File: config.mk
export PLATFORM = sky130hd
export DESIGN_NAME = countdown_secs_timer
export DESIGN_NICKNAME = d
export VERILOG_FILES = /design/src/rtl/countdown_pkg.sv /design/src/rtl/sec_prescaler.sv /design/src/rtl/countdown_secs_timer.sv
export SDC_FILE = /design/constraint.sdc
export NUM_CORES = 1
export LEC_CHECK = 0
export ABC_AREA = 1
export CORE_MARGIN = 5
export CORE_UTILIZATION = 50
export CTS_BUF_LIST = sky130_fd_sc_hd__clkbuf_8
export CTS_CLUSTER_DIAMETER = 150
export DETAILED_ROUTE_END_ITERATION = 8
export GPL_TIMING_DRIVEN = 0
export PLACE_DENSITY = 0.7
export SYNTH_ARGS = -nofsm -noshare
export SYNTH_HDL_FRONTEND = slang
export SYNTH_SLANG_ARGS = --single-unit
File: constraint.sdc
create_clock -name clk -period 2.3 [get_ports clk]
set_input_delay 0.46 -clock clk [delete_from_list [all_inputs] [get_ports clk]]
set_output_delay 0.46 -clock clk [all_outputs]
set_load 0.02 [all_outputs]
File: src/rtl/countdown_pkg.sv
// countdown_pkg
// Shared types and default constants for the countdown seconds timer.
//   state_e            : FSM state encoding (IDLE=0, RUN=1, PAUSED=2, DONE=3)
//   CLK_FREQ_DEFAULT   : default clock cycles per second
//   MAX_SECS_DEFAULT   : default largest loadable seconds value
package countdown_pkg;

   typedef enum logic [1:0] {
      ST_IDLE   = 2'd0,
      ST_RUN    = 2'd1,
      ST_PAUSED = 2'd2,
      ST_DONE   = 2'd3
   } state_e;

   localparam int CLK_FREQ_DEFAULT = 50000000;
   localparam int MAX_SECS_DEFAULT = 90;

endpackage

File: src/rtl/sec_prescaler.sv
// sec_prescaler
// Divides the system clock down to a once-per-second strobe.
// The counter advances only while enabled, so a held value survives a pause.
// Ports:
//   clk, rst_n : clock, asynchronous active-low reset
//   enable     : advance the counter this cycle
//   clear      : force the counter to 0 (wins over enable)
//   wrap       : one-cycle strobe, high in the cycle the counter wraps
module sec_prescaler #(
   parameter int CLK_FREQ = 50000000
) (
   input  logic clk,
   input  logic rst_n,
   input  logic enable,
   input  logic clear,
   output logic wrap
);

   localparam int PW_RAW = $clog2(CLK_FREQ);
   localparam int PW     = (PW_RAW > 0) ? PW_RAW : 1;
   localparam logic [PW-1:0] TC = PW'(CLK_FREQ - 1);

   logic [PW-1:0] cnt_q, cnt_d;

   always_comb begin
      cnt_d = cnt_q;
      if (clear) begin
         cnt_d = '0;
      end else if (enable) begin
         cnt_d = (cnt_q == TC) ? '0 : cnt_q + 1'b1;
      end
   end

   always_ff @(posedge clk or negedge rst_n) begin
      if (!rst_n) begin
         cnt_q <= '0;
      end else begin
         cnt_q <= cnt_d;
      end
   end

   assign wrap = enable && !clear && (cnt_q == TC);

endmodule

File: src/rtl/countdown_secs_timer.sv
// countdown_secs_timer
// Loadable down-counting seconds timer with IDLE/RUN/PAUSED/DONE control.
// Optional build macro: COUNTDOWN_AUTO_RELOAD_EN -- when defined, reaching
// zero in RUN reloads the count from the reload register and keeps running.
// Ports:
//   clk, rst_n : clock, asynchronous active-low reset
//   load       : load load_val (saturated to MAX_SECS), go to IDLE
//   load_val   : preset seconds value
//   start      : start from IDLE or resume from PAUSED
//   pause      : freeze the countdown while in RUN
//   sec_count  : remaining seconds (registered)
//   tick       : one-cycle pulse on each decrement
//   expired    : one-cycle pulse when the count reaches 0
//   running    : high while in RUN
//   done       : high while in DONE
module countdown_secs_timer
   import countdown_pkg::*;
#(
   parameter int CLK_FREQ = CLK_FREQ_DEFAULT,
   parameter int MAX_SECS = MAX_SECS_DEFAULT,
   parameter int CNT_W    = 7
) (
   input  logic             clk,
   input  logic             rst_n,
   input  logic             load,
   input  logic [CNT_W-1:0] load_val,
   input  logic             start,
   input  logic             pause,
   output logic [CNT_W-1:0] sec_count,
   output logic             tick,
   output logic             expired,
   output logic             running,
   output logic             done
);

   localparam logic [CNT_W-1:0] MAX_C = CNT_W'(MAX_SECS);

   function automatic logic [CNT_W-1:0] sat_secs(input logic [CNT_W-1:0] v);
      return (v > MAX_C) ? MAX_C : v;
   endfunction

   state_e           state_q, state_d;
   logic [CNT_W-1:0] sec_count_q, sec_count_d;
   logic [CNT_W-1:0] reload_q, reload_d;
   logic             tick_q, tick_d;
   logic             expired_q, expired_d;
   logic             running_q, running_d;
   logic             done_q, done_d;

   logic             presc_en, presc_clr, presc_wrap;

   // Prescaler control is derived straight from state and inputs so that the
   // wrap strobe feeding the FSM has no path back into its own enable.
   assign presc_en  = (state_q == ST_RUN) && !pause && !load;
   assign presc_clr = load || ((state_q == ST_IDLE) && start && (sec_count_q != '0));

   sec_prescaler #(.CLK_FREQ(CLK_FREQ)) u_prescaler (
      .clk    (clk),
      .rst_n  (rst_n),
      .enable (presc_en),
      .clear  (presc_clr),
      .wrap   (presc_wrap)
   );

   always_comb begin
      state_d     = state_q;
      sec_count_d = sec_count_q;
      reload_d    = reload_q;
      tick_d      = 1'b0;
      expired_d   = 1'b0;

      if (load) begin
         sec_count_d = sat_secs(load_val);
         reload_d    = sat_secs(load_val);
         state_d     = ST_IDLE;
      end else begin
         case (state_q)
            ST_IDLE: begin
               if (start && (sec_count_q != '0)) begin
                  state_d = ST_RUN;
               end
            end
            ST_RUN: begin
               if (pause) begin
                  state_d = ST_PAUSED;
               end else if (presc_wrap) begin
                  tick_d = 1'b1;
                  // In RUN the count is always >= 1, so 1 means this tick hits zero.
                  if (sec_count_q == CNT_W'(1)) begin
                     expired_d = 1'b1;
`ifdef COUNTDOWN_AUTO_RELOAD_EN
                     if (reload_q != '0) begin
                        sec_count_d = reload_q;
                     end else begin
                        sec_count_d = '0;
                        state_d     = ST_DONE;
                     end
`else
                     sec_count_d = '0;
                     state_d     = ST_DONE;
`endif
                  end else begin
                     sec_count_d = sec_count_q - 1'b1;
                  end
               end
            end
            ST_PAUSED: begin
               if (start) begin
                  state_d = ST_RUN;
               end
            end
            ST_DONE: begin
               sec_count_d = '0;
            end
            default: begin
               state_d = ST_IDLE;
            end
         endcase
      end

      running_d = (state_d == ST_RUN);
      done_d    = (state_d == ST_DONE);
   end

   always_ff @(posedge clk or negedge rst_n) begin
      if (!rst_n) begin
         state_q     <= ST_IDLE;
         sec_count_q <= '0;
         reload_q    <= '0;
         tick_q      <= 1'b0;
         expired_q   <= 1'b0;
         running_q   <= 1'b0;
         done_q      <= 1'b0;
      end else begin
         state_q     <= state_d;
         sec_count_q <= sec_count_d;
         reload_q    <= reload_d;
         tick_q      <= tick_d;
         expired_q   <= expired_d;
         running_q   <= running_d;
         done_q      <= done_d;
      end
   end

   assign sec_count = sec_count_q;
   assign tick      = tick_q;
   assign expired   = expired_q;
   assign running   = running_q;
   assign done      = done_q;

endmodule

## After elaboration in Yosys (flattened, before gate mapping)

Index checks and enable logic that the tools add are counted.

- Memory bits (writable): 0
- Logic and storage cells: 60
- Memory bits (read-only): 0
- Bits in registers: 39
- Latch bits: 0
- Memories kept: 0

- Div/mod/pow operators: 0
- Reduce and logical (&&, ||, !) cells: 16
- Muxes and demuxes: 25
- Bitwise logic cells: 0
- $lt $le $gt $ge: 1
- Add/subtract/negate cells: 2
- Equal/unequal tests: 9
- Multipliers: 0
- Shift-type cells: 0

Operator list:

| operator | number |
|---|---|
| two-way mux 26 bit | 3 |
| two-way mux 7 bit | 5 |
| adder 26 x 1 -> 26 bit (second input constant) | 1 |
| equality test 26 bit (second input constant) | 1 |
| case mux 7 bit (2 select lines) | 1 |
| two-way mux 2 bit | 6 |
| two-way mux 1 bit | 9 |
| equality test 7 x 1 -> 1 bit (second input constant) | 1 |
| greater-than comparator 7 bit (second input constant) | 1 |
| logical AND 1 bit | 7 |
| nonzero test 7 bit | 1 |
| subtractor 7 x 1 -> 7 bit (second input constant) | 1 |
| equality test 2 bit (second input constant) | 3 |
| inequality test 3 bit (second input constant) | 2 |
| case mux 2 bit (3 select lines) | 1 |
| equality test 2 x 1 -> 1 bit (second input constant) | 2 |
| logical NOT 1 bit | 3 |
| AND reduction 3 bit | 1 |
| nonzero test 3 bit | 1 |
| logical NOT 2 bit | 1 |
| nonzero test 2 bit | 1 |
| logical OR 1 bit | 1 |

## Logic depth before layout (Yosys ltp)

Gate-level depths: netlist of the first run.

- Word-level depth: 12
- Depth in mapped cells: 11
- Gate-level depth less buffers: 10

## Modules after synthesis

A second synthesis of the first run with hierarchy kept.

- Cells, all modules: 362
- Area total of the unflattened synthesis: 2711.4 µm²

By module, submodules not included:

| module | cells each | instances | area an instance (µm²) |
|---|---|---|---|
| sec_prescaler | 231 | 1 | 1789.2 |
| countdown_secs_timer | 131 | 1 | 922.1 |

## Worst setup path after synthesis of the first run

OpenSTA, ideal clock, no wires.

- Path type: flip-flop to flip-flop
- From: register u_prescaler.cnt_q[0]
- To: register u_prescaler.cnt_q[9]
- Setup time: 0.126 ns
- Path slack: 0.633 ns
- Buffers on the path: 1
- Arrival: 1.542 ns
- Period minus slack after synthesis: 1.667 ns
- Cell stages (with the launch flop): 10
- Path through: dfrtp_1 -> ha_1 -> inv_1 -> nor2_4 -> nand3_4 -> nor2_4 -> nand2_1 -> nand2_2 -> buf_12 -> o22ai_2

- Word-level cells in the longest chain between the ends: 4

RTL lines:

| what | RTL line | text |
|---|---|---|
| start, declared | sec_prescaler.sv:23 | `logic [PW-1:0] cnt_q, cnt_d;` |
| start signal, assigned | sec_prescaler.sv:38 | `cnt_q <= cnt_d;` |
| adder 26 x 1 -> 26 bit or equality test 26 bit (tied branches) | sec_prescaler.sv:30 | `cnt_d = (cnt_q == TC) ? '0 : cnt_q + 1'b1;` |
| two-way mux 26 bit * | sec_prescaler.sv:30 |  |
| two-way mux 26 bit * | sec_prescaler.sv:29 | `end else if (enable) begin` |
| two-way mux 26 bit * | sec_prescaler.sv:27 | `if (clear) begin` |

Every way passes the cells marked *; elsewhere a longest branch is shown, timed or not. The select of a mux whose other input is x is not followed.
A chain may end at the register's enable or synchronous reset.

## Worst setup path in the final report of the first run

- From: register u_prescaler.cnt_q[0]
- To: register u_prescaler.cnt_q[14]

Same word-level chain as after synthesis.

==> run summary, run 1 <==
Fillers: 537
Worst-Skew Late Latency: 0.30 ns
DRT Pass-1 Iters: 4
Nets: 439
Setup crit end kind: flip-flop
Number of flops mapped to enable cells by yosys: 0
Pwr/cell area: 537.2 mW/mm²
Status: finished, final reports clean
Antenna diodes: 0
Via count: 2571
Vias in the first global route: 2562
Async SR Flop Fraction: 100.0%
Syn Inst Count: 396
Max incr delay on CP: 0.54 ns
CTS resizes: 0
Tcrit/Tclk final: 84.13%
Avg Inst Size Synth: 6.945 µm²
Final instance area: 0.003163 mm²
Clk_skew: 0.007619 ns
TritonCTS buffer count: 5
Minimum clock period: 1.935 ns
Slowest stage cell, crit path: dfrtp_1
Top cells by area, synth: dfrtp_1, nand2_1, nor2_1
Most frequent CP cell: nor2_4
Chip Width: 84.17 µm
Pre-CTS setup slack: 0.3433 ns
CP delay by family, top: simple AND/OR/NAND/NOR gates
Hold Vio Cnt, Final: 0
CTS tree: built
Measured slew at the worst slew-check pin: 0.8735 ns
Slew Limit Fails: 0
Starting Density: 50.56%
Top_reg_cell synth: dfrtp_1
RR Startpoint: u_prescaler.cnt_q[0]
CP Max Fanout: 10
Maximum clock frequency: 516.8 MHz
DRC viols: 0
Reg area: 975.9 µm²
Port Buffers: 21
Setup Viol. Count Final: 0
Die H: 84.17 µm
HP Class: primary input to async pin
Syn Nets: 411
Share of cells above drive strength 1: 13.41%
Area of the multi-input gates: 0.001515 mm²
Remaining Overflow, GRT: 0
Global placement routability congestion: 0.9102
FF+latch count, synth: 39
Post-DP HPWL: 5157 µm
Gr usage total: 20.64%
Post-synthesis cell type count: 33
WP data required: 2.48 ns
Critical path class: flip-flop to flip-flop
Core footprint: 0.005439 mm²
Initial antenna violation count: 0
DIE AREA: 0.007084 mm²
Top-count cell post-synth: nand2_1
CP arrival: 2.12 ns
# IOs: 23
Post-Syn Area: 0.002750 mm²
CP Launch Type: flip-flop
Slew margin rel.: 41.77%
MaxCap Viol Count: 0
Drt wl/cell: 13.68 µm
Yosys top cell area share: 35.49%
Synth area leader: dfrtp_1
CP cell instances: ha_1, inv_1, nor2_4, nand3_4, nor2_4, nand2_1, nand2_2, buf_12, o22ai_2
Synth warnings: 0
Root Buffer: clkbuf_8
Seq/Total Area, Yosys: 35.49%
Worst reg-to-reg path cell count: 9
Reg2Reg Capture Point: u_prescaler.cnt_q[14]
Crit path buf inv count: 2
RSZ-0062 raised after global routing: false
Cell Area, Placed: 0.003045 mm²
Hold Slack: 0.2668 ns
Worst-path clk slew: 0.08 ns
Via-per-instance ratio: 5.173
DR iter-0 viols: 129
Post-CTS Setup Repair Bufs: 0
Worst VDD drop: 0.4291 mV
# rows: 27
Commonest cells in the netlist: nand2_1, nor2_1, inv_1, dfrtp_1, nand3_1
Leakage: 1.434 nW
CTS Hold Bufs: 0
Fin worst setup slack: 0.3651 ns
Routed Antenna Nets: 0
First-pass GRT wire length: 11840 µm
Total Wirelength: 6800 µm
CTS Buffer Depth: 2
CTS sink cnt: 39
R2R Setup Slk: 0.37 ns
CTS H-tree depth: 2
Area Overhead vs Synth: 15.01%
Pin count of the biggest net entering global routing: 40
[report_power, final]
part	total [mW]	switching, mW	internal [mW]
clock	0.614	0.262	0.351
combinational	0.335	0.204	0.131
sequential	0.751	0.0355	0.715
total	1.70	0.502	1.20
[area by class of cell]
| class | count | share of cell area, % |
|---|---|---|
| clock buffer | 6 | 2.611 |
| sequential | 39 | 30.85 |
| timing repair buffer | 21 | 6.487 |
| tap | 72 | 2.848 |
| clock inverter | 2 | 1.108 |
| inverter | 48 | 5.854 |
| buffer | 8 | 2.334 |
| multi-input combinational | 301 | 47.90 |
[cell families (layout without fill, tap and decap cells)]
group / count (synthesis) / in the layout / synth area share, %
adders and majority gates: 3 / 3 / 1.365
DFF: 39 / 39 / 35.49
AOI/OAI and AO/OA: 36 / 36 / 8.917
and+or+nand+nor: 252 / 252 / 41.63
xor gates and xnor gates: 10 / 10 / 3.185
buffers and inverters: 56 / 85 / 9.417
[cells in the final DEF, fill, tap and decap left out, types with 2 or more instances in the layout]
cell,count
inv_4,2
ha_1,3
buf_2,5
clkbuf_8,6
nor2_2,3
buf_6,3
dfrtp_1,39
xor2_1,8
a31oi_1,2
o21ai_0,11
nor3_1,3
nor2_1,52
nor3_2,2
clkdlybuf4s50_1,20
a21oi_1,4
o22ai_2,5
o21ai_2,5
xnor2_1,2
nand3_2,4
inv_1,43
nand4_1,9
o21ai_1,7
nand3_1,33
inv_2,3
nor2_4,4
nand2_1,130
nand2_2,7
[worst reg2reg max path, cell delays in order, from the launching register on]
cell     delay [ns]
dfrtp_1        0.54
ha_1           0.32
inv_1          0.10
nor2_4         0.14
nand3_4        0.10
nor2_4         0.17
nand2_1        0.08
nand2_2        0.12
buf_12         0.16
o22ai_2        0.08
[through the flow]
stage	instances	power, mW	utilization [%]	TNS, ns
detailed placement	489	1.100	55.99	0
global placement	489	1.096	56.08	-8.266
global route	497	1.796	58.16	0
floorplan	396	0.9644	-	0
finish	497	1.699	58.16	0
CTS	497	1.711	58.16	0
[metal layers]
layer  vias to the layer above  wire, µm  global-route usage (%)
met2                        49      3251                   34.51
li1                       1312         -                       -
met4                         0       172                   7.456
met1                      1195      3128                   27.07
met5                         -         0                       0
met3                        15       248                   3.140
[sequential cells by signal (all words and copies together) (netlist names)]
name	count
tick	1
sec_count	7
expired	1
u_prescaler.cnt_q	26
state_q	2
running	1
done	1
[worst max-delay path by stage]
stage                                  to  depth (start not counted)  slack, ns                  from
CTS                 u_prescaler.cnt_q[14]                          9       0.33  u_prescaler.cnt_q[0]
detailed placement  u_prescaler.cnt_q[16]                         10       0.34                 pause
floorplan            u_prescaler.cnt_q[9]                          9       0.63  u_prescaler.cnt_q[0]
global placement                     done                          1      -0.21                 rst_n
finish              u_prescaler.cnt_q[14]                          9       0.37  u_prescaler.cnt_q[0]
global route        u_prescaler.cnt_q[23]                          9       0.23  u_prescaler.cnt_q[0]
Power figures use the tool's default switching activity.
==> inputs of run 2 (changes only) <==
==> constraint.sdc (replaced) <==
create_clock -name clk -period 1.9 [get_ports clk]
set_input_delay 0.38 -clock clk [delete_from_list [all_inputs] [get_ports clk]]
set_output_delay 0.38 -clock clk [all_outputs]
set_load 0.02 [all_outputs]
==> run summary, run 2 (same netlist as run 1, synthesis figures left out) <==
Share of cells above drive strength 1: 15.22%
CTS tree: built
Hold Vio Cnt, Final: 0
Tcrit/Tclk final: 94.81%
Max reg flops: 26
DIE AREA: 0.007084 mm²
RSZ-0062 raised after global routing: false
Nets: 441
Critical path class: flip-flop to output pin
Pin count of the biggest net entering global routing: 40
CTS H-tree depth: 2
Port Buffers: 21
# rows: 27
Initial antenna violation count: 0
Post-DP HPWL: 5157 µm
CP Max Fanout: 3
Hold Slack: 0.1830 ns
Leakage: 1.438 nW
CP Launch Type: flip-flop
Pwr/cell area: 650.7 mW/mm²
Fillers: 531
Via count: 2585
Remaining Overflow, GRT: 0
Antenna diodes: 0
Final Core Density: 58.68%
Total Wirelength: 6870 µm
Slew margin rel.: 42.32%
First-pass GRT wire length: 11840 µm
Minimum clock period: 1.801 ns
Routed Antenna Nets: 0
Area Overhead vs Synth: 16.06%
Die H: 84.17 µm
Via-per-instance ratio: 5.180
Root Buffer: clkbuf_8
WP data required: 1.52 ns
Gr usage total: 20.64%
Starting Density: 50.56%
Worst-path clk slew: 0.09 ns
MaxCap Viol Count: 0
Most frequent cells in the layout: nand2_1, nor2_1, inv_1, dfrtp_1, nand3_1
HP Class: primary input to async pin
Setup Viol. Count Final: 0
Measured slew at the worst slew-check pin: 0.8652 ns
TritonCTS buffer count: 5
CTS Buffer Depth: 2
Drt wl/cell: 13.77 µm
Status: finished, final reports clean
DR iter-0 viols: 134
CTS sink cnt: 39
Commonest non-fill, non-tap cell in the layout: nand2_1
# IOs: 23
Maximum clock frequency: 555.1 MHz
CP arrival: 1.42 ns
CTS Hold Bufs: 0
Worst reg-to-reg path cell count: 9
Setup crit end kind: output pin
Slew Limit Fails: 0
DRC viols: 0
Largest Register: u_prescaler.cnt_q
Worst-Skew Late Latency: 0.30 ns
Worst VDD drop: 0.5231 mV
Chip Width: 84.17 µm
DRT Pass-1 Iters: 5
Vias in the first global route: 2562
Global placement routability congestion: 0.9102
Core footprint: 0.005439 mm²
Clk_skew: 0.007836 ns
Overall power: 2.077 mW
-- run 2: layout make-up --
| class | instances | area, µm² | share of cell area, % |
|---|---|---|---|
| Tap cell | 72 | 90.09 | 2.822 |
| Multi-Input combinational cell | 301 | 1528 | 47.86 |
| Inverter | 48 | 185.2 | 5.802 |
| Timing Repair Buffer | 23 | 220.2 | 6.899 |
| Sequential cell | 39 | 977.2 | 30.62 |
| Clock buffer | 6 | 82.58 | 2.587 |
| Clock inverter | 2 | 35.03 | 1.098 |
| Buffer | 8 | 73.82 | 2.313 |
-- run 2: final timing paths --
| path | from | to | slack [ns] |
|---|---|---|---|
| max | sec_count[0] | sec_count[0] | 0.1 |
| min | rst_n | u_prescaler.cnt_q[3] | 0.18 |
| max reg2reg | u_prescaler.cnt_q[0] | u_prescaler.cnt_q[14] | 0.11 |
| min reg2reg | u_prescaler.cnt_q[1] | u_prescaler.cnt_q[1] | 0.54 |
| max in group asynchronous | rst_n | u_prescaler.cnt_q[0] | 1.13 |
| min in group clk | load | state_q[0] | 0.42 |
-- run 2: stage by stage --
step / worst slack [ns] / TNS [ns] / cells / area [µm²]
after global placement: -0.5345 / -20.75 / 489 / 3050
after global routing: 0.003114 / 0 / 499 / 3192
final: 0.09866 / 0 / 499 / 3192
after floorplan: 0.2327 / 0 / 396 / 2750
after detailed placement: -0.02189 / -0.07582 / 489 / 3045
after CTS: 0.03088 / 0 / 497 / 3164
-- run 2: power breakdown --
part | switching (mW) | leakage (nW) | internal [mW]
Sequential | 0.0436 | 0.531 | 0.866
Clock | 0.319 | 0.0612 | 0.425
Combinational | 0.254 | 0.846 | 0.169
Total | 0.617 | 1.44 | 1.46
-- run 2: per-layer routing --
metal  global-route usage (%)  wire [µm]  vias to the layer above
li1                         -          -                     1317
met1                    27.07       3144                     1193
met2                    34.51       3282                       60
met3                    3.140        270                       15
met4                    7.456        172                        0
met5                        0          0                        -
-- run 2: repair_timing --
action	in CTS	in global routing
resized for setup	1	5
setup endpoints to repair	26	28
setup buffers	0	2
-- run 2: worst max-delay path, cell delays in order (launching register included) --
cell,delay [ns]
dfrtp_1,0.39
buf_4,0.13
clkdlybuf4s50_1,0.60
